<file path="config.mk">
export PLATFORM = sky130hd
export DESIGN_NAME = vga_sync_gen_flat
export DESIGN_NICKNAME = d
export VERILOG_FILES = /design/src/rtl/vga_timing_pkg.sv /design/src/rtl/vga_sync_gen_if.sv /design/src/rtl/sync_delay_line.sv /design/src/rtl/vga_sync_gen.sv /design/src/flat_wrapper.sv
export SDC_FILE = /design/constraint.sdc
export NUM_CORES = 1
export LEC_CHECK = 0
export BUFFER_PORTS_ARGS = -buffer_cell sky130_fd_sc_hd__buf_2
export CORE_MARGIN = 4
export CORE_UTILIZATION = 25
export DETAILED_ROUTE_END_ITERATION = 16
export PLACE_DENSITY = 0.49
export REMOVE_ABC_BUFFERS = 1
export SLEW_MARGIN = 20
export SYNTH_ARGS = -nofsm -noshare
export SYNTH_HDL_FRONTEND = slang
export SYNTH_SLANG_ARGS = --single-unit
export TNS_END_PERCENT = 10
</file>
<file path="constraint.sdc">
create_clock -name clk -period 1.45 [get_ports clk]
set_input_delay 0.145 -clock clk [delete_from_list [all_inputs] [get_ports clk]]
set_output_delay 0.145 -clock clk [all_outputs]
set_load 0.01 [all_outputs]
</file>
<file path="src/rtl/vga_timing_pkg.sv">
// Shared VGA timing constants (640x480@60Hz defaults), colour field layout and
// the sync/video bundle carried through the latency-matching delay line.
package vga_timing_pkg;

  localparam int CNT_W = 10;

  localparam int H_ACTIVE_DEF = 640;
  localparam int H_FP_DEF     = 16;
  localparam int H_SYNC_DEF   = 96;
  localparam int H_BP_DEF     = 48;
  localparam int H_TOTAL_DEF  = H_ACTIVE_DEF + H_FP_DEF + H_SYNC_DEF + H_BP_DEF;
  localparam int HS_START_DEF = H_ACTIVE_DEF + H_FP_DEF;
  localparam int HS_END_DEF   = HS_START_DEF + H_SYNC_DEF;

  localparam int V_ACTIVE_DEF = 480;
  localparam int V_FP_DEF     = 10;
  localparam int V_SYNC_DEF   = 2;
  localparam int V_BP_DEF     = 33;
  localparam int V_TOTAL_DEF  = V_ACTIVE_DEF + V_FP_DEF + V_SYNC_DEF + V_BP_DEF;
  localparam int VS_START_DEF = V_ACTIVE_DEF + V_FP_DEF;
  localparam int VS_END_DEF   = VS_START_DEF + V_SYNC_DEF;

  // RRRGGGBB colour byte
  localparam int COLOR_W = 8;
  localparam int R_W     = 3;
  localparam int G_W     = 3;
  localparam int B_W     = 2;
  localparam int B_LSB   = 0;
  localparam int G_LSB   = B_LSB + B_W;
  localparam int R_LSB   = G_LSB + G_W;

  typedef logic [CNT_W-1:0]   coord_t;
  typedef logic [COLOR_W-1:0] color_t;

  typedef struct packed {
    logic hs;
    logic vs;
    logic von;
  } sync_bits_t;

  localparam sync_bits_t SYNC_IDLE = '{hs: 1'b1, vs: 1'b1, von: 1'b0};

endpackage

</file>
<file path="src/rtl/vga_sync_gen_if.sv">
// Raster-side bundle: coordinates and video_on out to the pixel logic, colour back in,
// plus the registered sync/RGB connector pins.
interface vga_sync_gen_if;
  import vga_timing_pkg::*;

  color_t           color_in;
  coord_t           pixel_x;
  coord_t           pixel_y;
  logic             video_on;
  logic             frame_start;
  logic             hsync_n;
  logic             vsync_n;
  logic [R_W-1:0]   vga_r;
  logic [G_W-1:0]   vga_g;
  logic [B_W-1:0]   vga_b;

  modport master (
    input  color_in,
    output pixel_x, pixel_y, video_on, frame_start,
    output hsync_n, vsync_n, vga_r, vga_g, vga_b
  );

  modport slave (
    output color_in,
    input  pixel_x, pixel_y, video_on, frame_start,
    input  hsync_n, vsync_n, vga_r, vga_g, vga_b
  );

endinterface

</file>
<file path="src/rtl/sync_delay_line.sv">
// Fixed-depth shift register that shifts every clock; each stage resets to RST_VAL.
module sync_delay_line #(
  parameter int               WIDTH   = 1,
  parameter int               DEPTH   = 1,
  parameter logic [WIDTH-1:0] RST_VAL = '0
) (
  input  logic             clk,
  input  logic             rst,
  input  logic [WIDTH-1:0] din,
  output logic [WIDTH-1:0] dout
);

  logic [WIDTH-1:0] stage_q [DEPTH];

  always_ff @(posedge clk) begin
    if (rst) begin
      for (int i = 0; i < DEPTH; i++) stage_q[i] <= RST_VAL;
    end else begin
      stage_q[0] <= din;
      for (int i = 1; i < DEPTH; i++) stage_q[i] <= stage_q[i-1];
    end
  end

  assign dout = stage_q[DEPTH-1];

endmodule

</file>
<file path="src/rtl/vga_sync_gen.sv">
// VGA raster timing: pixel-rate counters, sync decode, latency-matched sync/blanking
// and registered DAC pins.
module vga_sync_gen
  import vga_timing_pkg::*;
#(
  parameter int PIX_DIV  = 2,
  parameter int H_ACTIVE = H_ACTIVE_DEF,
  parameter int H_FP     = H_FP_DEF,
  parameter int H_SYNC   = H_SYNC_DEF,
  parameter int H_BP     = H_BP_DEF,
  parameter int V_ACTIVE = V_ACTIVE_DEF,
  parameter int V_FP     = V_FP_DEF,
  parameter int V_SYNC   = V_SYNC_DEF,
  parameter int V_BP     = V_BP_DEF,
  parameter int PIPE_DLY = 2
) (
  input  logic           clk,
  input  logic           rst,
  vga_sync_gen_if.master vga
);

  localparam int H_TOTAL  = H_ACTIVE + H_FP + H_SYNC + H_BP;
  localparam int V_TOTAL  = V_ACTIVE + V_FP + V_SYNC + V_BP;
  localparam int HS_START = H_ACTIVE + H_FP;
  localparam int HS_END   = HS_START + H_SYNC;
  localparam int VS_START = V_ACTIVE + V_FP;
  localparam int VS_END   = VS_START + V_SYNC;
  localparam int DIV_W    = (PIX_DIV > 1) ? $clog2(PIX_DIV) : 1;

  logic [DIV_W-1:0] div_q, div_d;
  logic             pix_tick, x_last, y_last;
  coord_t           x_q, x_d, y_q, y_d;
  logic             fs_q, fs_d;
  sync_bits_t       raw, dly;
  logic             hs_q, hs_d, vs_q, vs_d;
  logic [R_W-1:0]   r_q, r_d;
  logic [G_W-1:0]   g_q, g_d;
  logic [B_W-1:0]   b_q, b_d;

  assign pix_tick = (div_q == DIV_W'(PIX_DIV - 1));
  assign x_last   = (x_q == CNT_W'(H_TOTAL - 1));
  assign y_last   = (y_q == CNT_W'(V_TOTAL - 1));

  // frame_start is registered so it coincides with the counters reading (0,0)
  always_comb begin
    div_d = pix_tick ? '0 : div_q + DIV_W'(1);
    x_d   = x_q;
    y_d   = y_q;
    fs_d  = 1'b0;
    if (pix_tick) begin
      if (x_last) begin
        x_d = '0;
        if (y_last) begin
          y_d  = '0;
          fs_d = 1'b1;
        end else begin
          y_d = y_q + coord_t'(1);
        end
      end else begin
        x_d = x_q + coord_t'(1);
      end
    end
  end

  assign raw.hs  = !((x_q >= CNT_W'(HS_START)) && (x_q < CNT_W'(HS_END)));
  assign raw.vs  = !((y_q >= CNT_W'(VS_START)) && (y_q < CNT_W'(VS_END)));
  assign raw.von = (x_q < CNT_W'(H_ACTIVE)) && (y_q < CNT_W'(V_ACTIVE));

  // sync and blanking travel alongside the pixel logic's colour latency
  sync_delay_line #(
    .WIDTH   ($bits(sync_bits_t)),
    .DEPTH   (PIPE_DLY),
    .RST_VAL (SYNC_IDLE)
  ) u_sync_dly (
    .clk  (clk),
    .rst  (rst),
    .din  (raw),
    .dout (dly)
  );

  always_comb begin
    hs_d = dly.hs;
    vs_d = dly.vs;
    r_d  = dly.von ? vga.color_in[R_LSB +: R_W] : '0;
    g_d  = dly.von ? vga.color_in[G_LSB +: G_W] : '0;
    b_d  = dly.von ? vga.color_in[B_LSB +: B_W] : '0;
  end

  always_ff @(posedge clk) begin
    if (rst) begin
      div_q <= '0;
      x_q   <= '0;
      y_q   <= '0;
      fs_q  <= 1'b0;
      hs_q  <= 1'b1;
      vs_q  <= 1'b1;
      r_q   <= '0;
      g_q   <= '0;
      b_q   <= '0;
    end else begin
      div_q <= div_d;
      x_q   <= x_d;
      y_q   <= y_d;
      fs_q  <= fs_d;
      hs_q  <= hs_d;
      vs_q  <= vs_d;
      r_q   <= r_d;
      g_q   <= g_d;
      b_q   <= b_d;
    end
  end

  assign vga.pixel_x     = x_q;
  assign vga.pixel_y     = y_q;
  assign vga.video_on    = raw.von;
  assign vga.frame_start = fs_q;
  assign vga.hsync_n     = hs_q;
  assign vga.vsync_n     = vs_q;
  assign vga.vga_r       = r_q;
  assign vga.vga_g       = g_q;
  assign vga.vga_b       = b_q;

endmodule

</file>
<file path="src/flat_wrapper.sv">
// flat-port wrapper written by rule: the top's interface ports become plain ports
module vga_sync_gen_flat import vga_timing_pkg::*;
#(
  parameter int PIX_DIV  = 2,
  parameter int H_ACTIVE = H_ACTIVE_DEF,
  parameter int H_FP     = H_FP_DEF,
  parameter int H_SYNC   = H_SYNC_DEF,
  parameter int H_BP     = H_BP_DEF,
  parameter int V_ACTIVE = V_ACTIVE_DEF,
  parameter int V_FP     = V_FP_DEF,
  parameter int V_SYNC   = V_SYNC_DEF,
  parameter int V_BP     = V_BP_DEF,
  parameter int PIPE_DLY = 2
)
  (clk, rst, vga_color_in, vga_pixel_x, vga_pixel_y, vga_video_on, vga_frame_start, vga_hsync_n, vga_vsync_n, vga_vga_r, vga_vga_g, vga_vga_b);
  vga_sync_gen_if vga_i ();
  input  logic clk;
  input  logic rst;
  input wire logic [$bits(vga_i.color_in)-1:0] vga_color_in;
  output wire logic [$bits(vga_i.pixel_x)-1:0] vga_pixel_x;
  output wire logic [$bits(vga_i.pixel_y)-1:0] vga_pixel_y;
  output wire logic [$bits(vga_i.video_on)-1:0] vga_video_on;
  output wire logic [$bits(vga_i.frame_start)-1:0] vga_frame_start;
  output wire logic [$bits(vga_i.hsync_n)-1:0] vga_hsync_n;
  output wire logic [$bits(vga_i.vsync_n)-1:0] vga_vsync_n;
  output wire logic [$bits(vga_i.vga_r)-1:0] vga_vga_r;
  output wire logic [$bits(vga_i.vga_g)-1:0] vga_vga_g;
  output wire logic [$bits(vga_i.vga_b)-1:0] vga_vga_b;
  assign vga_i.color_in = vga_color_in;
  assign vga_pixel_x = vga_i.pixel_x;
  assign vga_pixel_y = vga_i.pixel_y;
  assign vga_video_on = vga_i.video_on;
  assign vga_frame_start = vga_i.frame_start;
  assign vga_hsync_n = vga_i.hsync_n;
  assign vga_vsync_n = vga_i.vsync_n;
  assign vga_vga_r = vga_i.vga_r;
  assign vga_vga_g = vga_i.vga_g;
  assign vga_vga_b = vga_i.vga_b;
  vga_sync_gen #(.PIX_DIV(PIX_DIV), .H_ACTIVE(H_ACTIVE), .H_FP(H_FP), .H_SYNC(H_SYNC), .H_BP(H_BP), .V_ACTIVE(V_ACTIVE), .V_FP(V_FP), .V_SYNC(V_SYNC), .V_BP(V_BP), .PIPE_DLY(PIPE_DLY)) u_core (.clk(clk), .rst(rst), .vga(vga_i));
endmodule
</file>
==> qor.csv <==
stage,metric,value,unit
sta,relSlewSlack,0.745,
logic_synthesis,synth-seq-area-share,0.497,
clocking,cts_tree,yes,
global_routing,antenna_found_initial,0,
logic_synthesis,synth-edff-count,0,
detailed_routing,drt-wirelength-per-cell,11.7,um
worst_setup_path,required,1630,ps
worst_setup_path,slowest_delay,510,ps
sta,hold-worst-slack,46.0,ps
worst_setup_path,path_cells,"inv_2, ha_4, nand4_1, or4_4, o21bai_4, nor2_1",
worst_setup_path,arrival,1740,ps
worst_setup_path,crit_type,reg2reg,
logic_synthesis,synth_area_leaders,"dfxtp_1 50%, xor2_1 4.6%, nor2_1 4.4%, and2_1 3.7%, ha_1 3.3%",
final_layout,n_antenna_cell,0,
clocking,clk_pin_slew,80,ps
clocking,htreeDepth,2,
final_layout,areaGrowthSynthToFinish,43.3,%
logic_synthesis,ys_types,31,
global_routing,track_usage,0.106,
global_routing,grt_pass1_vias,1307,
die,die_h,86.2,um
logic_synthesis,netlist_area,1530,um^2
placement,portBuffers,41,
clocking,ctsRootBufferMaster,clkbuf_8,
logic_synthesis,synth_top_area_cell,dfxtp_1,
final_layout,final_nets,244,
logic_synthesis,synth_top_area_frac,0.497,
power_and_ir_drop,p_sw,0.000447,W
power_and_ir_drop,swShare,0.200,
sta,tightest_slew,382,ps
run_status,outcome,finished with violations,
run,maxCapViolCount,0,
sta,hold_viol_final,0,
detailed_routing,num_vias,1317,
die,start_util,0.258,
power_and_ir_drop,ir_drop,486,uV
worst_setup_path,cp-end-kind,register,
final_layout,fin_area,2190,um^2
worst_setup_path,cp_max_fo,8,
power_and_ir_drop,total_leakage_power,0.988,nW
die,dieWidth,86.2,um
global_routing,grt.overflow.total,0,
run_status,violations,setup timing,
power_and_ir_drop,power.internal,0.00179,W
clocking,clockBufferDepth,2,
power_and_ir_drop,p_seq_frac,0.475,
sta,final.min_clock_period,1560,ps
sta,fin_ws,-110,ps
die,die_area,7440,um^2
placement,post-place-cells,295,
power_and_ir_drop,power_frac_comb,0.040,
logic_synthesis,postSynth.topFlopCell,dfxtp_1,
placement,place_hpwl,2670,um
die,core,5920,um^2
detailed_routing,first_pass_iters,4,
hold_path,hold_class,in2reg,
die,fp-row-count,28,
placement,place_ws,-160,ps
power_and_ir_drop,p_clk_frac,0.485,
detailed_routing,viasPerCell,4.30,
clocking,numCtsBuffers,5,
power_and_ir_drop,p_per_area,1020,nW/um^2
worst_setup_path,critPathLaunchType,register,
sta,finalMaxSlewViolations,0,
placement,place_area,2000,um^2
sta,setup_viol,21,
detailed_routing,routed_wl,3580,um
global_routing,grt_pass1_wl,6220,um
power_and_ir_drop,power.total,0.00224,W
logic_synthesis,syn_inst,158,
logic_synthesis,synth_warnings,0,
logic_synthesis,synth_seq_cells,38,
clocking,numClockSinks,38,
worst_setup_path,critPathSlowestCell,or4_4,
final_layout,fin_cells,306,
placement,globalplace.congestion,0.726,
detailed_routing,drt_iter0_markers,74,
global_routing,grt_start_max_net_pins,17,
sta,max_freq,0.641,GHz
clocking,clock_latency,290,ps
logic_synthesis,postSynthAreaPerCell,9.68,um^2
detailed_routing,drc,0,
sta,period_share,1.08,
logic_synthesis,async_flop_share,0,
sta,rsz0062_at_grt,true,
die,pin_count,42,
detailed_routing,ant_nets,0,
sta,finClkSkew,4.73,ps
final_layout,drive_above_1_share,0.411,
sequential cells by signal, indices dropped and copies added (netlist names):
signal and cells:
u_core.div_q 1, u_core.u_sync_dly.stage_q 6, u_core.vga.frame_start 1, u_core.vga.hsync_n 1, u_core.vga.pixel_x 10, u_core.vga.pixel_y 10, u_core.vga.vga_b 2, u_core.vga.vga_g 3
u_core.vga.vga_r 3, u_core.vga.vsync_n 1
worst max-delay path: cells and delay by family (launching register included):
family                     cells  cell delay (ps)
adders and majority gates      1              120
buffers and inverters          1               70
AOI/OAI and AO/OA              1              230
and+or+nand+nor                3              690
DFF                            1              330
power by group through the flow:
stage / clock network [W] / logic (W) / registers (W)
floorplan: 0 / 0.0000288 / 0.00110
global placement: 0 / 0.0000916 / 0.00109
detailed placement: 0 / 0.0000900 / 0.00109
CTS: 0.00112 / 0.0000909 / 0.00106
global route: 0.00117 / 0.000102 / 0.00107
finish: 0.00109 / 0.0000898 / 0.00106
final timing paths:
kind | to | cells past startpoint | start | slack [ps]
worst min register to register | u_core.vga.vsync_n | 1 | u_core.u_sync_dly.stage_q[0][4] | 410
worst min-delay path | u_core.vga.vga_b[1] | 2 | vga_color_in[1] | 50
worst max register to register | u_core.vga.pixel_y[5] | 6 | u_core.vga.pixel_y[0] | -110
worst max-delay path | u_core.vga.pixel_y[5] | 6 | u_core.vga.pixel_y[0] | -110
timing repair:
action                                  CTS  global route
pin swaps                                 0             1
endpoints found under the setup margin   22            22
resized for setup                        10             2
setup buffers                             2             1
hold buffers                              0             0
endpoints found under the hold margin     0             0
synthesized netlist by cell type (4+ instances only):
| library cell | count |
|---|---|
| dfxtp_1 | 38 |
| nand4_1 | 7 |
| xnor2_1 | 5 |
| nand3_1 | 9 |
| and2_1 | 9 |
| nand2_1 | 6 |
| ha_1 | 4 |
| and3_1 | 4 |
| nor2_1 | 18 |
| a21oi_1 | 6 |
| xor2_1 | 8 |
| inv_1 | 5 |
| or2_2 | 4 |
cell families after synthesis:
family	Yosys count	synth area share
buffers and inverters	10	0.0294
flip-flops	38	0.497
XOR/XNOR	13	0.0744
AO/OA/AOI/OAI	13	0.0564
AND/OR/NAND/NOR	80	0.310
adder cells (fa/ha/maj)	4	0.0327
routing by layer:
metal | part of all wire | track usage
met1 | 0.49 | 0.138
met2 | 0.43 | 0.163
met3 | 0.062 | 0.0352
met4 | 0.016 | 0.0382
met5 | 0 | 0
area by class of cell:
| cell class | count | area (um^2) |
|---|---|---|
| Timing Repair Buffer | 70 | 427 |
| Clock buffer | 5 | 68.8 |
| Multi-Input combinational cell | 110 | 751 |
| Tap cell | 75 | 93.8 |
| Clock inverter | 3 | 68.8 |
| Sequential cell | 38 | 764 |
| Fill cell | 600 | 3730 |
| Inverter | 5 | 18.8 |
layout by cell type, fill, tap and decap left out, drive strengths merged:
| cell | instances |
|---|---|
| a21oi | 6 |
| and2 | 9 |
| and3 | 4 |
| and4 | 3 |
| and4b | 1 |
| and4bb | 1 |
| buf | 70 |
| bufinv | 2 |
| clkbuf | 5 |
| clkinv | 1 |
| dfxtp | 38 |
| ha | 4 |
| inv | 5 |
| nand2 | 6 |
| nand2b | 2 |
| nand3 | 9 |
| nand4 | 8 |
| nor2 | 18 |
| nor2b | 3 |
| nor3 | 3 |
| nor4bb | 1 |
| o21ai | 3 |
| o21bai | 1 |
| o31ai | 3 |
| or2 | 4 |
| or3 | 3 |
| or4 | 4 |
| or4b | 1 |
| xnor2 | 5 |
| xor2 | 8 |
stage by stage:
step                       util  TNS (ps)
after global routing      0.370     -3280
after CTS                 0.368     -1190
after floorplan               -     -2270
after detailed placement  0.337     -1920
final                     0.370     -1190
after global placement    0.337     -1990
(Power assumes the default switching activity.)
